`config.mk`:
```
export PLATFORM = sky130hd
export DESIGN_NAME = signal_decay_sweeper
export DESIGN_NICKNAME = d
export VERILOG_FILES = /design/src/rtl/signal_decay_sweeper_pkg.sv /design/src/rtl/grid_cursor.sv /design/src/rtl/signal_decay_sweeper.sv
export SDC_FILE = /design/constraint.sdc
export NUM_CORES = 1
export LEC_CHECK = 0
export ABC_CLOCK_PERIOD_IN_PS = 4610
export BUFFER_PORTS_ARGS = -buffer_cell sky130_fd_sc_hd__buf_2
export CAP_MARGIN = 20
export CORE_MARGIN = 2
export CORE_UTILIZATION = 54
export DETAILED_ROUTE_END_ITERATION = 10
export PLACE_DENSITY = 0.95
export SLEW_MARGIN = 10
export SYNTH_ARGS = -nofsm -noshare
export SYNTH_HDL_FRONTEND = slang
export SYNTH_HIERARCHICAL = 1
export SYNTH_SLANG_ARGS = --single-unit
```
`constraint.sdc`:
```
create_clock -name clk -period 4.61 [get_ports clk]
set_clock_uncertainty 0.1 [all_clocks]
set_input_delay 0.461 -clock clk [delete_from_list [all_inputs] [get_ports clk]]
set_output_delay 0.461 -clock clk [all_outputs]
set_load 0.02 [all_outputs]
```
`src/rtl/signal_decay_sweeper_pkg.sv`:
```
// Shared definitions for the signal decay sweeper: field widths, FSM states
// and the saturating decay helper.
package signal_decay_sweeper_pkg;

  localparam int X_BITS      = 8;
  localparam int Y_BITS      = 7;
  localparam int SIGNAL_BITS = 8;

  typedef enum logic [1:0] {
    IDLE,
    RD,
    WR,
    DONE
  } decay_state_t;

  // Subtract step from value, clamping at zero instead of wrapping.
  function automatic logic [SIGNAL_BITS-1:0] sat_sub(
    input logic [SIGNAL_BITS-1:0] value,
    input int unsigned            step
  );
    if (32'(value) > step) return value - SIGNAL_BITS'(step);
    return '0;
  endfunction

endpackage

```
`src/rtl/grid_cursor.sv`:
```
// Raster-order x/y cursor over a GRID_W x GRID_H grid.
// clear has priority over advance; last flags the final cell of the raster.
module grid_cursor
  import signal_decay_sweeper_pkg::*;
#(
  parameter int GRID_W = 160,
  parameter int GRID_H = 120
) (
  input  logic              clk,
  input  logic              rst,
  input  logic              clear,
  input  logic              advance,
  output logic [X_BITS-1:0] x,
  output logic [Y_BITS-1:0] y,
  output logic              last
);

  localparam logic [X_BITS-1:0] X_LAST = X_BITS'(GRID_W - 1);
  localparam logic [Y_BITS-1:0] Y_LAST = Y_BITS'(GRID_H - 1);

  assign last = (x == X_LAST) && (y == Y_LAST);

  // Step x across each row, carrying into y; wrap back to the origin after the last cell.
  always_ff @(posedge clk or posedge rst) begin
    if (rst) begin
      x <= '0;
      y <= '0;
    end else if (clear) begin
      x <= '0;
      y <= '0;
    end else if (advance) begin
      if (x == X_LAST) begin
        x <= '0;
        y <= (y == Y_LAST) ? '0 : y + Y_BITS'(1);
      end else begin
        x <= x + X_BITS'(1);
      end
    end
  end

endmodule

```
`src/rtl/signal_decay_sweeper.sv`:
```
// Periodically sweeps the signal grid and decays every nonzero cell by
// DECAY_STEP. Each cell costs a read cycle and a write cycle; ant writes
// (stall) take priority and force the current cell to be re-read.
module signal_decay_sweeper
  import signal_decay_sweeper_pkg::*;
#(
  parameter int GRID_W       = 160,
  parameter int GRID_H       = 120,
  parameter int DECAY_PERIOD = 4,
  parameter int DECAY_STEP   = 1
) (
  input  logic                   clk,
  input  logic                   RESET_SIM,
  input  logic                   tick,
  input  logic                   enable,
  input  logic                   pause,
  input  logic                   stall,
  output logic [X_BITS-1:0]      rd_x,
  output logic [Y_BITS-1:0]      rd_y,
  input  logic [SIGNAL_BITS-1:0] rd_signal,
  output logic [X_BITS-1:0]      wr_x,
  output logic [Y_BITS-1:0]      wr_y,
  output logic [SIGNAL_BITS-1:0] wr_signal,
  output logic                   wr_en,
  output logic                   busy,
  output logic                   sweep_done,
  output logic                   overrun,
  output logic [15:0]            sweep_count
);

  localparam int PERIOD_BITS = (DECAY_PERIOD > 1) ? $clog2(DECAY_PERIOD) : 1;
  localparam logic [PERIOD_BITS-1:0] PERIOD_LAST = PERIOD_BITS'(DECAY_PERIOD - 1);

  decay_state_t           state;
  logic [PERIOD_BITS-1:0] period_cnt;
  logic [X_BITS-1:0]      cur_x;
  logic [Y_BITS-1:0]      cur_y;
  logic                   cur_last;
  logic                   cur_clear;
  logic                   cur_advance;
  logic                   sweep_start;
  logic                   cell_write;

  // A sweep starts on the tick that completes the decay period.
  assign sweep_start = !pause && enable && tick && (state == IDLE) && (period_cnt == PERIOD_LAST);
  assign cur_clear   = sweep_start;
  // The cursor moves only once a cell's write cycle has finished unstalled.
  assign cur_advance = !pause && enable && !stall && (state == WR);

  grid_cursor #(
    .GRID_W(GRID_W),
    .GRID_H(GRID_H)
  ) u_cursor (
    .clk    (clk),
    .rst    (RESET_SIM),
    .clear  (cur_clear),
    .advance(cur_advance),
    .x      (cur_x),
    .y      (cur_y),
    .last   (cur_last)
  );

  // The write happens in the WR cycle itself, while the registered read data is valid.
  assign cell_write = (state == WR) && !pause && enable && !stall && (rd_signal != '0);

  assign rd_x       = cur_x;
  assign rd_y       = cur_y;
  assign wr_x       = cur_x;
  assign wr_y       = cur_y;
  assign wr_en      = cell_write;
  assign wr_signal  = cell_write ? sat_sub(rd_signal, DECAY_STEP) : '0;
  assign busy       = (state != IDLE);
  assign sweep_done = (state == DONE) && !pause && enable;

  // Sweep sequencer: period counting, per-cell read/write handshake, abort and status.
  always_ff @(posedge clk or posedge RESET_SIM) begin
    if (RESET_SIM) begin
      state       <= IDLE;
      period_cnt  <= '0;
      overrun     <= 1'b0;
      sweep_count <= '0;
    end else if (!pause) begin
      // A tick arriving mid-sweep is lost; remember that it happened.
      if (tick && (state != IDLE)) overrun <= 1'b1;

      if ((state != IDLE) && !enable) begin
        state      <= IDLE;
        period_cnt <= '0;
      end else begin
        case (state)
          IDLE: begin
            if (tick && enable) begin
              if (period_cnt == PERIOD_LAST) begin
                period_cnt <= '0;
                state      <= RD;
              end else begin
                period_cnt <= period_cnt + PERIOD_BITS'(1);
              end
            end
          end
          RD: begin
            if (!stall) state <= WR;
          end
          WR: begin
            if (stall)         state <= RD;
            else if (cur_last) state <= DONE;
            else               state <= RD;
          end
          DONE: begin
            sweep_count <= sweep_count + 16'd1;
            state       <= IDLE;
          end
          default: state <= IDLE;
        endcase
      end
    end
  end

endmodule

```
# == Yosys cells after proc, flatten, opt, wreduce, memory -nomap -nowiden ==
# Index checks and enable logic that the tools add are counted.
# word_totals
ff_bits,36
in_bits,14
wordCells,76
out_inout_bits,58
# op_classes
eq_ne,9
n_reduce_logical,31
mux,22
n_addsub,5
order_cmp,1
n_bitwise,2
# op_table
operator,n
8-bit two-way mux,6
7-bit two-way mux,4
2-bit two-way mux,10
"16-bit by 1-bit adder with 16-bit output, second input constant",1
1-bit logical AND,16
2-bit nonzero test,5
"8-bit by 1-bit adder with 8-bit output, second input constant",1
"8-bit == test, second input constant",1
"8-bit by 1-bit > comparator with 1-bit output, second input constant",1
2-bit one-hot mux with 4 select lines,1
8-bit nonzero test,1
"8-bit by 1-bit subtractor with 8-bit output, second input constant",1
"7-bit by 1-bit adder with 7-bit output, second input constant",1
"7-bit == test, second input constant",1
"2-bit == test, second input constant",3
"3-bit by 1-bit != test with 1-bit output, second input constant",2
3-bit AND reduction,2
2-bit AND reduction,2
4-bit AND reduction,1
1-bit logical NOT,3
"3-bit != test, second input constant",1
"2-bit by 1-bit adder with 2-bit output, second input constant",1
"2-bit by 1-bit == test with 1-bit output, second input constant",1
2-bit logical NOT,1
other kinds (2),3

# == Logic depth before layout (Yosys ltp) ==
# Gate-level depths: netlist of the first run.
# depth
ltp_word,7
depth_mapped,9

# == By module ==
# Netlist of the first run, hierarchy kept.
# modules_own_cells
mod,n_inst,area_per_inst_um2,seq_area_each_um2,cells_each
signal_decay_sweeper,1,1362.6,525.5,148
grid_cursor,1,847.1,375.4,87

# == Worst setup path after synthesis of the first run ==
# Ideal clock, no wire load.
# synth_timing
path_type,input to output
from,input rd_signal[3]
to,output wr_signal[7]
n_path_buf,0
slack_ns,2.428
t_required_ns,4.049
t_arrival_ns,1.621
path_stages,4
cell_sequence,nor4_2 nor4b_1 mux2i_1 nor2_1
# synth_via
elab_chain_cells,4
word_cells_on_any_way,8
# synth_rtl
item,line,rtl
"start, declared",signal_decay_sweeper.sv:20,"input logic [SIGNAL_BITS-1:0] rd_signal,"
8-bit by 1-bit subtractor with 8-bit output / 8-bit by 1-bit > comparator with 1-bit output (equally long branches),signal_decay_sweeper_pkg.sv:21,if (32'(value) > step) return value - SIGNAL_BITS'(step);
8-bit two-way mux / 1-bit two-way mux (equally long branches),signal_decay_sweeper_pkg.sv:21,
8-bit two-way mux,signal_decay_sweeper_pkg.sv:22,return '0;
8-bit two-way mux *,signal_decay_sweeper.sv:71,"assign wr_signal = cell_write ? sat_sub(rd_signal, DECAY_STEP) : '0;"
"end, declared",signal_decay_sweeper.sv:23,"output logic [SIGNAL_BITS-1:0] wr_signal,"
# Mark *: on every way between the ends. The rest lies on a longest branch, timed or not. The select of a mux whose other input is x is not followed.

# == Worst setup path after layout of the first run ==
# layout_timing
from,register state[0]
to,output wr_signal[5]
# layout_via
elab_chain_cells,6
# layout_rtl
item,line,rtl
"start, declared",signal_decay_sweeper.sv:34,decay_state_t state;
"start signal, assigned",signal_decay_sweeper.sv:78,state <= IDLE;
"start signal, assigned",signal_decay_sweeper.sv:87,state <= IDLE;
"start signal, assigned",signal_decay_sweeper.sv:95,state <= RD;
2-bit == test,signal_decay_sweeper.sv:64,assign cell_write = (state == WR) && !pause && enable && !stall && (rd_signal != '0);
1-bit logical AND (4 in a row),signal_decay_sweeper.sv:64,
8-bit two-way mux,signal_decay_sweeper.sv:71,
# No other way between the ends.

==> results of run 1 <==
worst min path at each step:
stage                                            to  slack (ns)  depth (start not counted)
after floorplan           u_cursor/x[0]$_DFFE_PP0P_        0.26                          1
after global placement          overrun$_DFFE_PP0P_        0.35                          1
after detailed placement        overrun$_DFFE_PP0P_        0.37                          1
after CTS                 u_cursor/y[5]$_DFFE_PP0P_        0.15                          2
after global routing      u_cursor/y[5]$_DFFE_PP0P_        0.20                          2
final                     u_cursor/y[5]$_DFFE_PP0P_        0.13                          2
cells by family after synthesis:
logic type,count (synthesis)
compound gates,26
mux,4
xor+xnor,25
buf+inv,35
flops,36
fa+ha+maj,6
simple gates,103
registers in the layout, summed over array words and instances (netlist names):
| signal | cells |
|---|---|
| period_cnt | 2 |
| state | 2 |
| u_cursor/x | 8 |
| u_cursor/y | 7 |
| overrun | 1 |
| sweep_count | 16 |
stage by stage:
| stage | cell area [um^2] | power (mW) | instances | utilization [%] | hold slack [ns] |
|---|---|---|---|---|---|
| 6_report | 2570 | 0.743 | 341 | 64.7 | 0.128 |
| 4_1_cts | 2570 | 0.751 | 341 | 64.7 | 0.149 |
| 2_1_floorplan | 2210 | 0.443 | 235 | - | 0.262 |
| 5_1_grt | 2570 | 0.781 | 341 | 64.7 | 0.196 |
| 3_5_place_dp | 2460 | 0.479 | 333 | 62.0 | 0.366 |
| 3_3_place_gp | 2460 | 0.474 | 333 | 62.0 | 0.347 |
synth_stat cells (all sizes together), types with 4 or more instances:
cell type	count
dfrtp	36
nor2	25
nand2	21
buf	20
xnor2	15
nand3	13
inv	12
nand4	10
xor2	10
a21oi	9
and3	8
ha	6
nor3	6
o21ai	4
final cells by class:
cell class / count / share of cell area (%)
Clock inverter: 2 / 1.36
Timing Repair Buffer: 71 / 13.8
Clock buffer: 6 / 2.83
Sequential cell: 36 / 35.1
Inverter: 12 / 1.75
Tap cell: 50 / 2.44
Multi-Input combinational cell: 164 / 42.7
report_power, final:
part	switching, mW	internal [mW]	total, mW
clock network	0.111	0.160	0.271
registers	0.0207	0.336	0.356
logic	0.0710	0.0449	0.116
metal layers:
metal,track usage [%],share of wire [%],wire (um),vias up
met4,9.50,1.2,53,0
met1,25.3,44,2010,911
met5,0,0,0,-
met2,38.6,51,2320,67
li1,-,-,-,914
met3,3.78,4.7,215,5
worst reg2reg max path, delay by kind of cell, from the launching register on:
kind | cells | cell delay [ns]
buffers and inverters | 1 | 0.27
flip-flops | 1 | 0.44
AND/OR/NAND/NOR | 5 | 1.33
AO/OA/AOI/OAI | 1 | 0.13
==> metrics list, run 1 <==
* Run status: finished clean
- The library cells used most frequently in the layout, excluding fill and tap cells, are sky130_fd_sc_hd__buf_2, sky130_fd_sc_hd__dfrtp_1, sky130_fd_sc_hd__nor2_1.
* Average size of a mapped cell: 9.40 um^2
- Synthesis produced 235 cells.
- The most critical setup path has its endpoint at wr_signal[5].
- Number of storage elements in the synthesis netlist: 36
- H-tree depth reported by CTS: 2
- The number of antenna violations at the first check in global routing came to 0.
- Via count of the first global-routing pass: 1759
* Setup slack of the most critical reg-to-reg path: 2.27 ns
- The first TritonRoute pass finished after 6 iterations.
- Summed over all cells, the static leakage comes to 1.40 nW.
- The number of nets handed over by synthesis was 255.
* Starting density of the core: a little under three fifths
- Power per cell area: just under 300 nW/um^2
* Setup slack at placement: 2.04 ns
- Of all flip-flops after synthesis, the portion carrying an async set or reset was 100%.
- STA classifies the critical path startpoint as a register.
- Final net count: 310
- Setup violations remaining at the end of the flow were counted as 0.
* Global placement routability congestion: 0.879
- Counting cells, the worst reg-to-reg path comes to 7.
- Post-CTS sizing: 0
- After detailed routing, the average wire length per cell comes to 13.5 um.
- The worst-case IR drop observed on VDD is 204 uV.
* Final wirelength: 4600 um
* Arrival time of the worst setup path: 1.98 ns
* Most common cell after layout, fill and taps aside: sky130_fd_sc_hd__buf_2
- Critical setup path kind: reg -> out
- Vias per std cell: ~5.6
- Synthesized-area fraction occupied by ao, oa, aoi and oai cells: approximately 7.8%
- Among the stages of the critical path, the cell type that occurs most often is sky130_fd_sc_hd__nor2_1.
- The number of hold buffers added after CTS was 0.
- Summed over all layers, the global routing overflow is 0.
- Number of enable-type register cells in the synthesized netlist: 0
- RSZ-0062 raised after global routing: false
* TritonCTS clock tree: yes
- Buffers inserted during post-CTS setup optimization: 0
- Most used flip-flop cell after synthesis: sky130_fd_sc_hd__dfrtp_1
- Peak clock frequency supported by timing: 0.394 GHz
- Terminus of the critical flop-to-flop path: u_cursor/y[3]$_DFFE_PP0P_
- Worst min-delay path class: in -> async
* Number of antenna cells inserted: 0
- After Yosys synthesis, full adders, half adders and majority gates account for around 3.4% of the synthesized area.
- Critical Path Slowest Stage Cell: sky130_fd_sc_hd__dfrtp_1
* Placeable core area: 3970 um^2
- Total number of cells along the worst setup path: 6
* Cell Chain, Critical Path: nor2_1, nand3_1, inv_1, o21ai_0, nor2_1, buf_2
* Site row count: 23
* Ratio of final minimum period to clock period: 55.1%
- Total I/O pin count: 72
- In this run the remaining antenna-violating nets after routing total 0.
- Summing the sequential cell areas from Yosys gives 40.8% of the chip area.
- Fill cells in the final layout number 345.
- Cells with a size suffix above 1 make up 30.6% of the layout.
* Portion of netlist area occupied by mux cells: 1.87%
- Clock tree synthesis selected as its root buffer the cell sky130_fd_sc_hd__clkbuf_8.
- The final-report max-slew violation count is 0.
- Area growth from synthesis to layout: 16.3%
- Required @ worst endpoint: around 4.1 ns
- Area taken by flip-flops and latches: 901 um^2
- The worst register-to-register path begins at state[0]$_DFFE_PP0P_.
* Number of max-cap violations: 0
* Post-route DRC: 0
- The first global-routing pass estimated 7620 um of wire.
* Leading cell types by total area after synthesis: sky130_fd_sc_hd__dfrtp_1, sky130_fd_sc_hd__xnor2_1, sky130_fd_sc_hd__buf_4
- The routed design could run at a clock period as short as 2.54 ns.
- Ys Warns: 6
- Maximum buffer depth of the clock tree: 2
- In the global route stage, overall resource usage came out at 21.7%.
* Highest fanout seen on the critical path: 8
- Number of design-rule violations left by the first detailed-router iteration: 151
- From bottom edge to top edge, the die measures between 60 and 70 um.
- Summing the areas of all xor and xnor instances in the mapped netlist gives 10.2% of the synthesized area.
* Clock Sink Count: 36
- Area of the die: 4620 um^2
* Kind of cell adding the most delay to the critical path: simple AND/OR/NAND/NOR gates
- Dominant combinational cell family by area after synthesis: simple AND/OR/NAND/NOR gates
- The worst setup path is captured at an output port.
* Cell variety after synth: between 40 and 50
* Final worst slack: ~2.1 ns
- After Yosys synthesis, and, or, nand and nor cells account for 26.3% of the synthesized area.
- Horizontal die dimension: just under 70 um
- Summed over all failing endpoints, the final setup total negative slack is 0 ns.
* Netlist area before placement: approximately 2200 um^2
- Hold Fails Final Rpt: 0
* Buffering stage count on the worst path with inverters included: 2
- In this run the biggest area consumer among cell types represents 40.8% of the synthesized area.
- Entering global routing, the biggest net connects 22 pins.
* Area of the multi-input gates: 1100 um^2
* Post-CTS clock slew at the launch and capture registers of the worst setup and hold paths: 0.07 ns
- Worst Tran Pin Value: 0.801 ns
- The most critical setup path has its startpoint at state[0]$_DFFE_PP0P_.
* Clock insertion delay at the later pin of the skew report: roughly 0.28 ns
- Detailed placer's ending HPWL: ~3500 um
* Total vias in the final route: roughly 1900
- Port bufs: 71
- CTS buffer count: 5
* Largest stage delay on the critical path: about 0.44 ns
- Of all cell types, the one taking the most synthesized area is sky130_fd_sc_hd__dfrtp_1.
- Max-Slew Margin vs Limit: 46.5%
Power figures use the tool's default switching activity.
==> run 2, diff against run 1 <==
ABC_CLOCK_PERIOD_IN_PS = 2600   (was 4610)
CORE_UTILIZATION = 51   (was 54)
PLACE_DENSITY = 0.92   (was 0.95)
clock period = 2.6 ns   (was 4.61 ns; I/O delays follow)
==> run 2 against run 1 <==
Compared with the run above: first-iteration DRC count grew 6.0%; power grew 67%; worst hold slack lost 0.026 ns; flip-flop and latch count is the same; critical path depth grew 1; final area grew 0.29%; highest routed layer unchanged; critical path type unchanged; sequential power grew 77%.
==> metrics list, run 2 (synthesis results as in run 1) <==
- The flow ran to the end, and the final reports show no timing, DRC or antenna violations.
* Top flop regs: sweep_count x16, u_cursor/x x8, u_cursor/y x7
- The first-pass GRT wire length was 7740 um (+1.5%).
- Fill cell instance count of the final layout: 352 (+2.0%)
- Number of max-cap violations: 0 (unchanged)
- Antenna violations before repair: 0 (unchanged)
* Arrival time of the worst setup path: 1.89 ns (-0.09 ns)
- The number of nets in the finished design came to 313 (+0.97%).
- Ratio of final minimum period to clock period: around 87%
- The number of top-level design ports came to 72 (unchanged).
- Area growth from synthesis to layout: 16.6%
- Startpoint Class: register
- The worst supply voltage drop on vdd was 252 uV (+23%).
- Tracing the worst setup path back leads to its startpoint at state[0]$_DFFE_PP0P_.
- Horizontal die dimension: 69.8 um (+2.7%)
* Top library cells by usage in the layout, fill and taps aside: sky130_fd_sc_hd__buf_2, sky130_fd_sc_hd__dfrtp_1, sky130_fd_sc_hd__nor2_1
- The final RePlAce weighted congestion came to 0.815 (-7.2%).
- The final hold slack is 0.102 ns (-0.0257 ns).
- Counting I/O delays and the setup requirement, the final critical path takes 2.25 ns.
- Setup repair after global routing left no endpoint under its margin.
* Library cell used as clock root buffer: sky130_fd_sc_hd__clkbuf_8
- The total wire length after detailed routing came to 4630 um (+0.72%).
- The static power due to leakage came to 1.40 nW (+0.39%).
- The total number of H-tree levels was 2 (unchanged).
- Power per cell area: 483 nW/um^2 (+67%)
- Detailed placer's ending HPWL: 3520 um (+0.85%)
- Highest fanout seen on the critical path: 7 (-1)
- The total iterations of the first detailed-routing run was 4 (-2).
* Total vias in the final route: 1910 (+0.69%)
* Largest register FFs: 16 (unchanged)
* Final worst slack: 0.345 ns (-1.73 ns)
* Via count of the first global-routing pass: 1764 (+0.28%)
* Post-CTS clock slew at the launch and capture registers of the worst setup and hold paths: 0.07 ns (about the same)
* Grt ovf: 0 (unchanged)
* Max-Slew Margin vs Limit: 45.4% (-1.1 points)
- Number of antenna cells inserted: 0 (unchanged)
* Maximum buffer depth of the clock tree: 2 (unchanged)
- Leaving out fill and tap cells, the most frequent cell in the layout is sky130_fd_sc_hd__buf_2.
* Port bufs: 71 (unchanged)
- The number of hold-slack violations in the final timing report came to 0 (unchanged).
- The residual DRC count is 0 (unchanged).
- The post-cts resize count was 0 (unchanged).
- Required @ worst endpoint: 2.24 ns (-1.81 ns)
* Area of the die: 4870 um^2 (+5.5%)
* Fraction of layout cells with a size suffix above 1: 30.6% (about the same)
- The measured slew at the worst slew-check pin came to 0.818 ns (+0.0172 ns).
* All-Layer GR Usage: 19.5% (-2.1 points)
- TritonCTS clock tree: yes
* Post-CTS Hold Fix Bufs: 1 (+1)
* Setup-failing EPs final: 0 (unchanged)
- The utilization after layout is 63.0% (-1.6 points).
* CTS buffer count: 5 (unchanged)
- Reg-to-Reg Start: state[0]$_DFFE_PP0P_
- Clock insertion delay at the later pin of the skew report: 0.28 ns (about the same)
- Setup slack at placement: 0.430 ns (-1.61 ns)
* Site row count: 23 (unchanged)
* Critical path capture point type: output port
- Chip height: 69.8 um (+2.7%)
- Worst min-delay path class: in -> reg
- Starting density of the core: 54.1% (-1.6 points)
* Peak clock frequency supported by timing: 0.444 GHz
- The clock sink count came to 36 (unchanged).
- The pin count of the biggest net entering global routing is 22 (unchanged).
- Number of pins with negative max-slew slack in the final report: 0 (unchanged)
* Placeable core area: 4090 um^2 (+2.9%)
* Post-layout power: 1.24 mW (+67%)
- WL/cell: 13.5 um (-0.16%)
- Largest register by flop count: sweep_count
* Final sum of negative setup slack: 0 ns (unchanged)
* Startpoint of the most critical hold path: stall
- The worst setup path is of the reg -> out kind.
- Buffers inserted during post-CTS setup optimization: 0 (unchanged)
- The violation count after the first detailed-routing iteration came to 160 (+6.0%).
* Vias per std cell: 5.55 (-0.19%)
* Antenna violation net count after detailed routing: 0 (unchanged)
==> run 2: cell count changes in the layout (fill, tap and decap cells not counted), sizes merged <==
cell         change
clkbuf           +2
buf              +2
clkinv           -1
dlygate4sd3      +1
bufinv           -1
==> run 2: routing by layer <==
metal / vias to the layer above / share of wire, % / track usage [%]
li1: 921 / - / -
met1: 909 / 41 / 22.6
met2: 73 / 50 / 34.9
met3: 7 / 6.5 / 4.07
met4: 0 / 1.8 / 7.69
met5: - / 0 / 0
==> run 2: worst max-delay path: stages, from the launching register on <==
cell                      delay, ns
sky130_fd_sc_hd__dfrtp_1       0.42
sky130_fd_sc_hd__nor2_1        0.15
sky130_fd_sc_hd__nand3_1       0.20
sky130_fd_sc_hd__inv_1         0.13
sky130_fd_sc_hd__buf_4         0.16
sky130_fd_sc_hd__o21ai_0       0.21
sky130_fd_sc_hd__nor2_1        0.16
sky130_fd_sc_hd__buf_2         0.18
==> run 2: metrics by stage <==
step | cell area, um^2 | cells
floorplan | 2210 | 235
global placement | 2480 | 335
detailed placement | 2480 | 335
CTS | 2580 | 344
global route | 2580 | 344
finish | 2580 | 344
==> run 2: final timing paths <==
kind | end | slack [ns] | cells past startpoint
max | wr_signal[0] | 0.35 | 7
min | state[1]$_DFFE_PP0P_ | 0.10 | 2
max reg2reg | u_cursor/y[3]$_DFFE_PP0P_ | 0.45 | 7
min reg2reg | overrun$_DFFE_PP0P_ | 0.36 | 1
max in group asynchronous | sweep_count[12]$_DFFE_PP0P_ | 1.31 | 3
min in group asynchronous | u_cursor/x[6]$_DFFE_PP0P_ | 0.49 | 3
==> run 2: cell type report <==
| type | count | area (um^2) | area share, % |
|---|---|---|---|
| Tap cell | 50 | 62.6 | 2.43 |
| Inverter | 12 | 45.0 | 1.75 |
| Timing Repair Buffer | 74 | 380 | 14.8 |
| Sequential cell | 36 | 901 | 35.0 |
| Multi-Input combinational cell | 164 | 1100 | 42.6 |
| Clock buffer | 8 | 90.1 | 3.50 |
==> run 2: power by group <==
part,total [mW],internal [mW],switching [mW]
clock network,0.404,0.216,0.188
logic,0.210,0.0824,0.127
registers,0.631,0.595,0.0357
